===== src/rtl/booth_seq_multiplier.sv =====
// Sequential radix-2 Booth multiplier: N-bit signed operands, one Booth step per clock, 2N-bit product.
// Optional MULT_OVF_EN adds a registered overflow flag (product not representable in N signed bits).
module booth_seq_multiplier #(
  parameter int N = 32
) (
  input  logic             clk,
  input  logic             reset,
  input  logic             start,
  input  logic [N-1:0]     multiplicand,
  input  logic [N-1:0]     multiplier,
  output logic             busy,
  output logic             done,
  output logic [2*N-1:0]   product
`ifdef MULT_OVF_EN
  ,
  output logic             overflow
`endif
);

  localparam int CW = $clog2(N + 1);

  typedef enum logic {
    S_IDLE = 1'b0,
    S_RUN  = 1'b1
  } state_t;

  state_t           r_state;
  logic [N:0]       r_acc;
  logic [N:0]       r_mx;
  logic [N-1:0]     r_qr;
  logic             r_q1;
  logic [CW-1:0]    r_cnt;
  logic             r_busy;
  logic             r_done;
  logic [2*N-1:0]   r_product;

  logic [N:0]       w_sum;
  logic [N:0]       w_acc_sh;
  logic [N-1:0]     w_qr_sh;
  logic             w_q1_sh;
  logic [2*N-1:0]   w_prod;

  // The extra accumulator bit keeps A - Mx exact when M is the most negative value.
  always_comb begin
    // NOTE: default assignment first so no path leaves w_sum unassigned (no latch).
    w_sum = r_acc;
    case ({r_qr[0], r_q1})
      2'b01:   w_sum = r_acc + r_mx;
      2'b10:   w_sum = r_acc - r_mx;
      default: w_sum = r_acc;
    endcase
  end

  assign w_acc_sh = {w_sum[N], w_sum[N:1]};
  assign w_qr_sh  = {w_sum[0], r_qr[N-1:1]};
  assign w_q1_sh  = r_qr[0];
  assign w_prod   = {w_acc_sh[N-1:0], w_qr_sh};

`ifdef MULT_OVF_EN
  logic w_ovf;
  logic r_overflow;
  assign w_ovf    = ~((&w_prod[2*N-1:N-1]) | ~(|w_prod[2*N-1:N-1]));
  assign overflow = r_overflow;
`endif

  // NOTE: sequential state uses non-blocking assignments so every register samples pre-edge values.
  always_ff @(posedge clk or posedge reset) begin
    if (reset) begin
      r_state   <= S_IDLE;
      r_acc     <= '0;
      r_mx      <= '0;
      r_qr      <= '0;
      r_q1      <= 1'b0;
      r_cnt     <= '0;
      r_busy    <= 1'b0;
      r_done    <= 1'b0;
      r_product <= '0;
`ifdef MULT_OVF_EN
      r_overflow <= 1'b0;
`endif
    end else begin
      r_done <= 1'b0;
      case (r_state)
        S_IDLE: begin
          if (start) begin
            r_acc   <= '0;
            r_mx    <= {multiplicand[N-1], multiplicand};
            r_qr    <= multiplier;
            r_q1    <= 1'b0;
            r_cnt   <= CW'(N);
            r_busy  <= 1'b1;
            r_state <= S_RUN;
          end
        end
        S_RUN: begin
          r_acc <= w_acc_sh;
          r_qr  <= w_qr_sh;
          r_q1  <= w_q1_sh;
          r_cnt <= r_cnt - CW'(1);
          if (r_cnt == CW'(1)) begin
            r_product <= w_prod;
`ifdef MULT_OVF_EN
            r_overflow <= w_ovf;
`endif
            r_done  <= 1'b1;
            r_busy  <= 1'b0;
            r_state <= S_IDLE;
          end
        end
        default: r_state <= S_IDLE;
      endcase
    end
  end

  assign busy    = r_busy;
  assign done    = r_done;
  assign product = r_product;

endmodule

===== config.mk =====
export PLATFORM = sky130hd
export DESIGN_NAME = booth_seq_multiplier
export DESIGN_NICKNAME = d
export VERILOG_FILES = /design/src/rtl/booth_seq_multiplier.sv
export SDC_FILE = /design/constraint.sdc
export NUM_CORES = 1
export LEC_CHECK = 0
export CORE_ASPECT_RATIO = 1.1
export CORE_MARGIN = 2
export CORE_UTILIZATION = 41
export CTS_CLUSTER_DIAMETER = 50
export DETAILED_ROUTE_END_ITERATION = 6
export PLACE_DENSITY = 0.74
export RECOVER_POWER = 100
export SLEW_MARGIN = 20
export SYNTH_ARGS = -nofsm -noshare
export SYNTH_HDL_FRONTEND = slang
export SYNTH_SLANG_ARGS = --single-unit

===== constraint.sdc =====
create_clock -name clk -period 16.3 [get_ports clk]
set_input_delay 4.075 -clock clk [delete_from_list [all_inputs] [get_ports clk]]
set_output_delay 4.075 -clock clk [all_outputs]
set_load 0.01 [all_outputs]

# --- Yosys cells after proc, flatten, opt, wreduce, memory -nomap -nowiden ---
# Index checks and enable logic that the tools add are counted.
# Widths: inputs -> output; s select.
classes:
  n_addsub: 3
  n_eq_ne: 5
  n_mux: 17
  bitwise: 1
  reduce_logical: 3
op_table:
  columns: ["op", "count"]
  rows:
  - ["$pmux 33 s2", 2]
  - ["$pmux 32 s2", 1]
  - ["$add 33x33->33", 1]
  - ["$mux 33", 1]
  - ["$sub 33x33->33", 1]
  - ["$mux 32", 1]
  - ["$pmux 6 s2", 1]
  - ["$mux 1", 7]
  - ["$eq 6x1->1 const B", 1]
  - ["$mux 6", 1]
  - ["$pmux 1 s2", 3]
  - ["$reduce_and 2->1", 3]
  - ["$sub 6x1->6 const B", 1]
  - ["$eq 2x1->1 const B", 1]
  - ["$eq 2x2->1 const B", 1]
  - ["$ne 2x1->1 const B", 1]
  - ["$ne 2x2->1 const B", 1]
  - ["$not 1->1", 1]
word_totals:
  reg_bits: 171
  inputBits: 67
  output_inout_bits: 66
  wordCells: 38

# --- Longest topological paths before layout ---
# Gate-level depths: netlist of the first run.
logic_depth:
  ltp_word: 3
  ltp_mapped: 19
  depth_no_buf: 18

# --- Least setup slack after synthesis of the first run ---
# No wires, ideal clock.
synth_timing:
  path_kind: "input port to flip-flop"
  from: "in start"
  to: "reg r_mx[10]"
  setup_ns: 0.125
  arrival_time_ns: 5.631
  t_required_ns: 16.175
  slack_ns: 10.544
  cell_stages: 5
  path_buffers: 2
  path_cell_list: "clkbuf_1 -> clkinv_1 -> nor2_1 -> clkbuf_1 -> mux2_2"
synth_via:
  elab_chain_cells: 1
synth_lines:
  columns: ["item", "line", "source"]
  rows:
  - ["start, declared", "8", "input logic start,"]
  - ["$reduce_and 2->1 (no source line)", null, null]
  - ["end signal, assigned", "87", "r_mx <= {multiplicand[N-1], multiplicand};"]
  - ["end, declared", "29", "logic [N:0] r_mx;"]
# Every way passes these cells.
# A chain may end at the register's enable or synchronous reset.

# --- Final worst setup path of the first run ---
layout_timing:
  from: "in start"
  to: "reg r_mx[3]"
# The elaborated chain is that of the path after synthesis.

==> run_results.csv, run 1 <==
group,metric,value,unit
setup_path,worstPathArrival,10.00,ns
cells_and_area,num_antenna_cells,0,
global_route,antenna_found_initial,0,
clock_tree,tritoncts,"yes",
yosys,yosysWarnings,0,
yosys,most_repeated_cell_in_the_gate_level_netlist_after_synthesis,"nand2_1",
outcome,violations,"max-capacitance violations, max-slew violations",
yosys,netlist-cell-type-count,67,
detailed_routing,vias_per_cell,5.24,
global_route,grt_overflow_total,0,
clock_tree,ctsHoldBuffers,0,
sta,unrepaired_setup_endpoints_after_global_routing,"no",
clock_tree,htree_num_levels,4,
sta,number_of_failing_hold_endpoints_at_the_final_stage,0,
clock_tree,clk_transition_reported_paths,0.07,ns
floorplanning,die_x,149,µm
yosys,post_synth_xor_area_fraction,0.0536,
detailed_routing,drt_first_iter_violations,388,
yosys,synth_top_cells_by_count,"nand2_1, dfrtp_1, o21ai_0",
setup_path,critical_path_peak_fanout,59,
cells_and_area,flow.area_growth_from_synthesis,21.7,%
detailed_routing,vias,7652,
detailed_routing,drt_pre_antenna_iters,5,
sta,maxClockFrequency,0.103,GHz
clock_tree,clock_path_buffers,2,
yosys,synth_largest_area_cell,"dfrtp_1",
setup_path,timing.critical_path.to,"r_mx[3]$_DFFE_PP0P_",
yosys,synthDominantCellAreaShare,0.449,
clock_tree,cts.sinks,170,
sta,fin_worst_skew,0.0101,ns
clock_tree,cts.root.buffer_cell,"clkbuf_16",
sta,finalSetupViolations,0,
setup_path,crit_type,"in -> reg",
yosys,compound_cell_area_share_of_the_yosys_netlist,0.149,
floorplanning,core,22800,µm²
yosys,number_of_synthesized_flops_with_an_enable_pin,0,
yosys,postSynthCellCount,1044,
yosys,synthAdderAreaFrac,0.0496,
detailed_routing,routed_wire_length_per_instance,15.1,µm
setup_path,worstReg2RegEnd,"product[63]$_DFFE_PP0P_",
clock_tree,cts-resized-gates,0,
floorplanning,chipHeight,163,µm
floorplanning,placementRows,58,
yosys,ys_async_sr_fraction,1.00,
clock_tree,clk_latency,0.44,ns
yosys,synth_area,9480,µm²
placed_design,dp_hpwl,15500,µm
sta,drv_slew,309,
sta,timing.setup.tns,0,ns
floorplanning,die_area,24300,µm²
setup_path,cp-end-kind,"register",
sta,tightest_slew_margin_relative_to_the_limit,-2.08,
floorplanning,floorplan.initialDensity,0.416,
yosys,yosys_reg_bits,170,
setup_path,start_kind,"input port",
outcome,status,"finished with violations",
floorplanning,num_io_pins,133,
sta,worst-slew-pin-transition,4.60,ns
placed_design,place.port_buffers,132,
setup_path,r2r_setup_slack,11.34,ns
global_route,globalRouteTotalUtil,0.186,
setup_path,ff_to_ff_path_depth,17,
cells_and_area,final_layout_size_suffix_gt1_frac,0.0751,
detailed_routing,postRouteAntennaNets,0,
clock_tree,cts_setup_buffers,0,
yosys,synth_top_family_by_area,"simple AND/OR/NAND/NOR gates",
detailed_routing,routed_wl,22000,µm
yosys,simple_gate_fraction_of_synth_area,0.184,
yosys,yosys-top-cells-area,"dfrtp_1, nand2_1, ha_1",
detailed_routing,drt_drc_violations_left,0,
yosys,syn_nets,1148,
setup_path,critPathRequiredTime,16.62,ns
placed_design,routabilityCongestion,0.899,
yosys,synth.yosys.seq_area_share,0.449,
clock_tree,clock_buffers_created_by_tritoncts,17,
yosys,ys_dominant_reg_cell,"dfrtp_1",
sta,fin_crit_sh,0.594,
run,drv_cap,5,
setup_path,r2r-start,"r_mx[5]$_DFFE_PP0P_",
sta,post-route-min-period,9.68,ns
yosys,synth_mux_area_frac,0.0782,
global_route,pin_count_of_the_biggest_net_entering_global_routing,108,
global_route,first_pass_grt_wire_length,36700,µm
setup_path,timing.critical_path.from,"start",
cells_and_area,fin_nets,1250,
global_route,grt_pass1_vias,7338,
worst_hold_path,hold_class,"reg -> reg",
yosys,postSynthAreaPerCell,9.08,µm²
[worst min-delay path by stage]
stage | cells past startpoint | start | slack [ns] | to
after floorplan | 1 | r_cnt[5]$_DFFE_PP0P_ | 0.44 | r_cnt[5]$_DFFE_PP0P_
after global placement | 2 | product[17]$_DFFE_PP0P_ | 0.46 | product[17]$_DFFE_PP0P_
after detailed placement | 2 | product[23]$_DFFE_PP0P_ | 0.46 | product[23]$_DFFE_PP0P_
after CTS | 2 | product[23]$_DFFE_PP0P_ | 0.48 | product[23]$_DFFE_PP0P_
after global routing | 2 | product[17]$_DFFE_PP0P_ | 0.48 | product[17]$_DFFE_PP0P_
final | 2 | product[20]$_DFFE_PP0P_ | 0.47 | product[20]$_DFFE_PP0P_
[kinds of logic (layout without fill, tap and decap cells)]
kind of cell,Yosys count,count (layout)
simple gates,393,393
compound gates,238,238
flops,170,170
buf+inv,78,193
mux,70,70
xor+xnor,58,58
fa+ha+maj,37,37
[flip-flops by register name, indices dropped and copies added (netlist names)]
signal and cells:
r_state 1, r_q1 1, r_mx 32, product 64, r_cnt 6, r_acc 32
done 1, busy 1, r_qr 32
[worst max-delay path, cell delays in order]
cell and delay [ns]:
buf_2 0.08, clkbuf_1 2.50, clkinv_1 1.28, nor2_2 0.28, clkbuf_1 1.27, mux2_2 0.44
[layout by cell type, fill, tap and decap left out, types with 5 or more instances in the layout]
cell             instances
dfrtp_1                169
a211oi_1                 6
nand3_1                 18
ha_1                    36
and3_1                   9
mux2_2                  31
inv_6                    6
xnor2_1                 41
nand2_1                243
dlygate4sd3_1           67
a31oi_1                 18
o31ai_1                  5
xor2_1                  17
o22ai_1                 17
o21ai_0                 90
inv_1                   18
mux2i_1                 38
nor2_1                  59
o211ai_1                 5
nor2b_1                  7
clkbuf_16               17
o21bai_1                 5
nand2b_1                 7
nor3_1                  14
a21oi_1                 56
clkdlybuf4s50_1         64
a21o_1                  15
nor4_1                   8
[per-stage QoR]
step	util	worst slack, ns	cell area, µm²	hold WS (ns)	std cells
after floorplan	-	7.62	9480	0.440	1044
after global placement	0.481	9.87	11000	0.457	1427
after detailed placement	0.481	9.83	11000	0.462	1427
after CTS	0.507	10.28	11600	0.479	1459
after global routing	0.506	6.05	11500	0.479	1459
final	0.506	6.62	11500	0.466	1459
[area by class of cell]
class / count / area [µm²]
flip-flops and latches: 170 / 4260
fillers: 2149 / 11300
well taps: 300 / 375
clock inverters: 14 / 154
multi-input cells: 796 / 4870
clock buffers: 18 / 439
inverters: 21 / 80.1
repair buffers: 140 / 1360
[metal layers]
metal / global-route usage / vias to the layer above / share of wire / routed length, µm
li1: - / 3834 / - / -
met1: 0.261 / 3589 / 0.47 / 10300
met2: 0.293 / 202 / 0.46 / 10100
met3: 0.0358 / 27 / 0.051 / 1110
met4: 0.0571 / 0 / 0.018 / 399
met5: 0 / - / 0 / 0
Power of run 1 is left out: the tool's default activity adds up to more than one toggle a clock period on the data nets, which glitch-free logic cannot reach.
==> run 2, diff against run 1 <==
==> constraint.sdc (replaced) <==
create_clock -name clk -period 9.1 [get_ports clk]
set_input_delay 2.275 -clock clk [delete_from_list [all_inputs] [get_ports clk]]
set_output_delay 2.275 -clock clk [all_outputs]
set_load 0.01 [all_outputs]
==> run 2 against run 1 <==
The run still ends with max-capacitance violations, max-slew violations left. Sequential share of layout area about the same. Register-to-register slack got worse by 7.1 ns. Clock skew increased by 0.0016 ns. Critical endpoint is now r_state$_DFF_PP0_.
==> run_results.csv, run 2 (synthesis gave the netlist of run 1 again) <==
group,metric,value,unit
outcome,status,"finished with violations",
outcome,violations,"max-capacitance violations, max-slew violations",
floorplanning,die_area,24300,µm²
sta,maxClockFrequency,0.164,GHz
cells_and_area,largest_reg_flops,64,
setup_path,worst-path-buf-inv,3,
detailed_routing,drt_pre_antenna_iters,5,
setup_path,crit_path_top_delay_cell,"clkinvlp_2",
clock_tree,clk_transition_reported_paths,0.07,ns
clock_tree,cts.sinks,170,
clock_tree,cts-resized-gates,0,
setup_path,worstPathArrival,6.54,ns
cells_and_area,layout.cell_area.non_filler,11500,µm²
sta,fin_worst_skew,0.0117,ns
global_route,grt_overflow_total,0,
global_route,grt_pass1_vias,7512,
detailed_routing,drt_drc_violations_left,0,
sta,tightest_slew_margin_relative_to_the_limit,-2.25,
setup_path,cp-end-kind,"async pin",
clock_tree,cts.root.buffer_cell,"clkbuf_16",
setup_path,ff_to_ff_path_depth,16,
cells_and_area,most_common_cell_after_layout_fill_and_taps_aside,"nand2_1",
worst_hold_path,hold_class,"reg -> reg",
placed_design,dpl_cell_area,11000,µm²
detailed_routing,routed_wl,22500,µm
sta,number_of_failing_hold_endpoints_at_the_final_stage,0,
floorplanning,floorplan.initialDensity,0.416,
detailed_routing,drt_first_iter_violations,531,
setup_path,critPathRequiredTime,9.55,ns
clock_tree,ctsHoldBuffers,0,
detailed_routing,routed_wire_length_per_instance,15.4,µm
cells_and_area,flow.area_growth_from_synthesis,21.6,%
cells_and_area,fin_nets,1251,
global_route,first_pass_grt_wire_length,37300,µm
global_route,globalRouteTotalUtil,0.191,
setup_path,timing.critical_path.from,"reset",
sta,fin_crit_sh,0.670,
placed_design,dp_hpwl,15700,µm
setup_path,timing.critical_path.cells,"dlygate4sd3_1 > clkinvlp_2 > buf_4",
sta,unrepaired_setup_endpoints_after_global_routing,"no",
clock_tree,htree_num_levels,4,
floorplanning,core,22800,µm²
clock_tree,clock_path_buffers,2,
cells_and_area,num_antenna_cells,0,
floorplanning,placementRows,58,
global_route,pin_count_of_the_biggest_net_entering_global_routing,114,
sta,finalSetupViolations,0,
setup_path,r2r-start,"r_mx[9]$_DFFE_PP0P_",
setup_path,critical_path_peak_fanout,113,
sta,timing.setup.tns,0,ns
sta,post-route-min-period,6.09,ns
setup_path,start_kind,"input port",
clock_tree,clock_buffers_created_by_tritoncts,17,
floorplanning,die_x,149,µm
clock_tree,clk_latency,0.43,ns
global_route,antenna_found_initial,0,
sta,worst-slew-pin-transition,4.85,ns
placed_design,place.port_buffers,132,
sta,drv_slew,212,
setup_path,crit_type,"in -> async",
detailed_routing,vias_per_cell,5.28,
setup_path,r2r_setup_slack,4.21,ns
setup_path,max_stage_delay,2.70,ns
cells_and_area,final_cell_mix,"nand2_1, dfrtp_1, o21ai_0, dlygate4sd3_1, clkdlybuf4s50_1",
detailed_routing,vias,7704,
setup_path,worst-path-stages,3,
detailed_routing,postRouteAntennaNets,0,
floorplanning,num_io_pins,133,
floorplanning,chipHeight,163,µm
clock_tree,tritoncts,"yes",
setup_path,worstReg2RegEnd,"r_acc[31]$_DFFE_PP0P_",
setup_path,timing.critical_path.to,"r_state$_DFF_PP0_",
setup_path,cpLargestDelayFamily,"buffers and inverters",
cells_and_area,final_layout_size_suffix_gt1_frac,0.0776,
clock_tree,cts_setup_buffers,0,
run,drv_cap,3,
placed_design,routabilityCongestion,0.935,
run 2: cell count changes in the layout (fill, tap and decap cells not counted), sizes merged:
cell      change
clkinv        +1
clkbuf        -2
bufinv        -1
buf           +3
inv           -1
clkinvlp      +1
run 2: metrics by stage:
stage | hold WS, ns | utilization | setup WS [ns] | cells
finish | 0.468 | 0.506 | 3.01 | 1460
global route | 0.484 | 0.506 | 2.07 | 1460
CTS | 0.480 | 0.507 | 4.54 | 1460
detailed placement | 0.462 | 0.482 | 4.39 | 1428
global placement | 0.456 | 0.482 | 4.43 | 1428
floorplan | 0.440 | - | 2.22 | 1044
run 2: area by class of cell:
cell class / instances / area, µm²
fillers: 2152 / 11300
multi-input cells: 796 / 4870
flip-flops and latches: 170 / 4260
repair buffers: 141 / 1380
clock buffers: 18 / 439
well taps: 300 / 375
clock inverters: 14 / 131
inverters: 21 / 81.3
run 2: worst register-to-register path, delay by kind of cell, from the launching register on:
| kind | cells | cell delay, ns |
|---|---|---|
| adders and majority gates | 1 | 0.35 |
| xor gates and xnor gates | 2 | 0.35 |
| DFF | 1 | 0.42 |
| AOI/OAI and AO/OA | 5 | 0.96 |
| and+or+nand+nor | 8 | 2.68 |
run 2: worst min-delay path by stage:
stage | slack [ns] | cells past startpoint | end | from
global route | 0.48 | 2 | product[17]$_DFFE_PP0P_ | product[17]$_DFFE_PP0P_
finish | 0.47 | 2 | product[12]$_DFFE_PP0P_ | product[12]$_DFFE_PP0P_
CTS | 0.48 | 2 | product[13]$_DFFE_PP0P_ | product[13]$_DFFE_PP0P_
detailed placement | 0.46 | 2 | product[4]$_DFFE_PP0P_ | product[4]$_DFFE_PP0P_
floorplan | 0.44 | 1 | r_cnt[5]$_DFFE_PP0P_ | r_cnt[5]$_DFFE_PP0P_
global placement | 0.46 | 1 | r_cnt[5]$_DFFE_PP0P_ | r_cnt[5]$_DFFE_PP0P_
run 2: layer usage:
layer  wire (µm)  GRT usage
met5           0          0
met4         482     0.0693
met3        1170     0.0318
met2       10400      0.310
met1       10400      0.258
Power of run 2 is left out for the same reason.
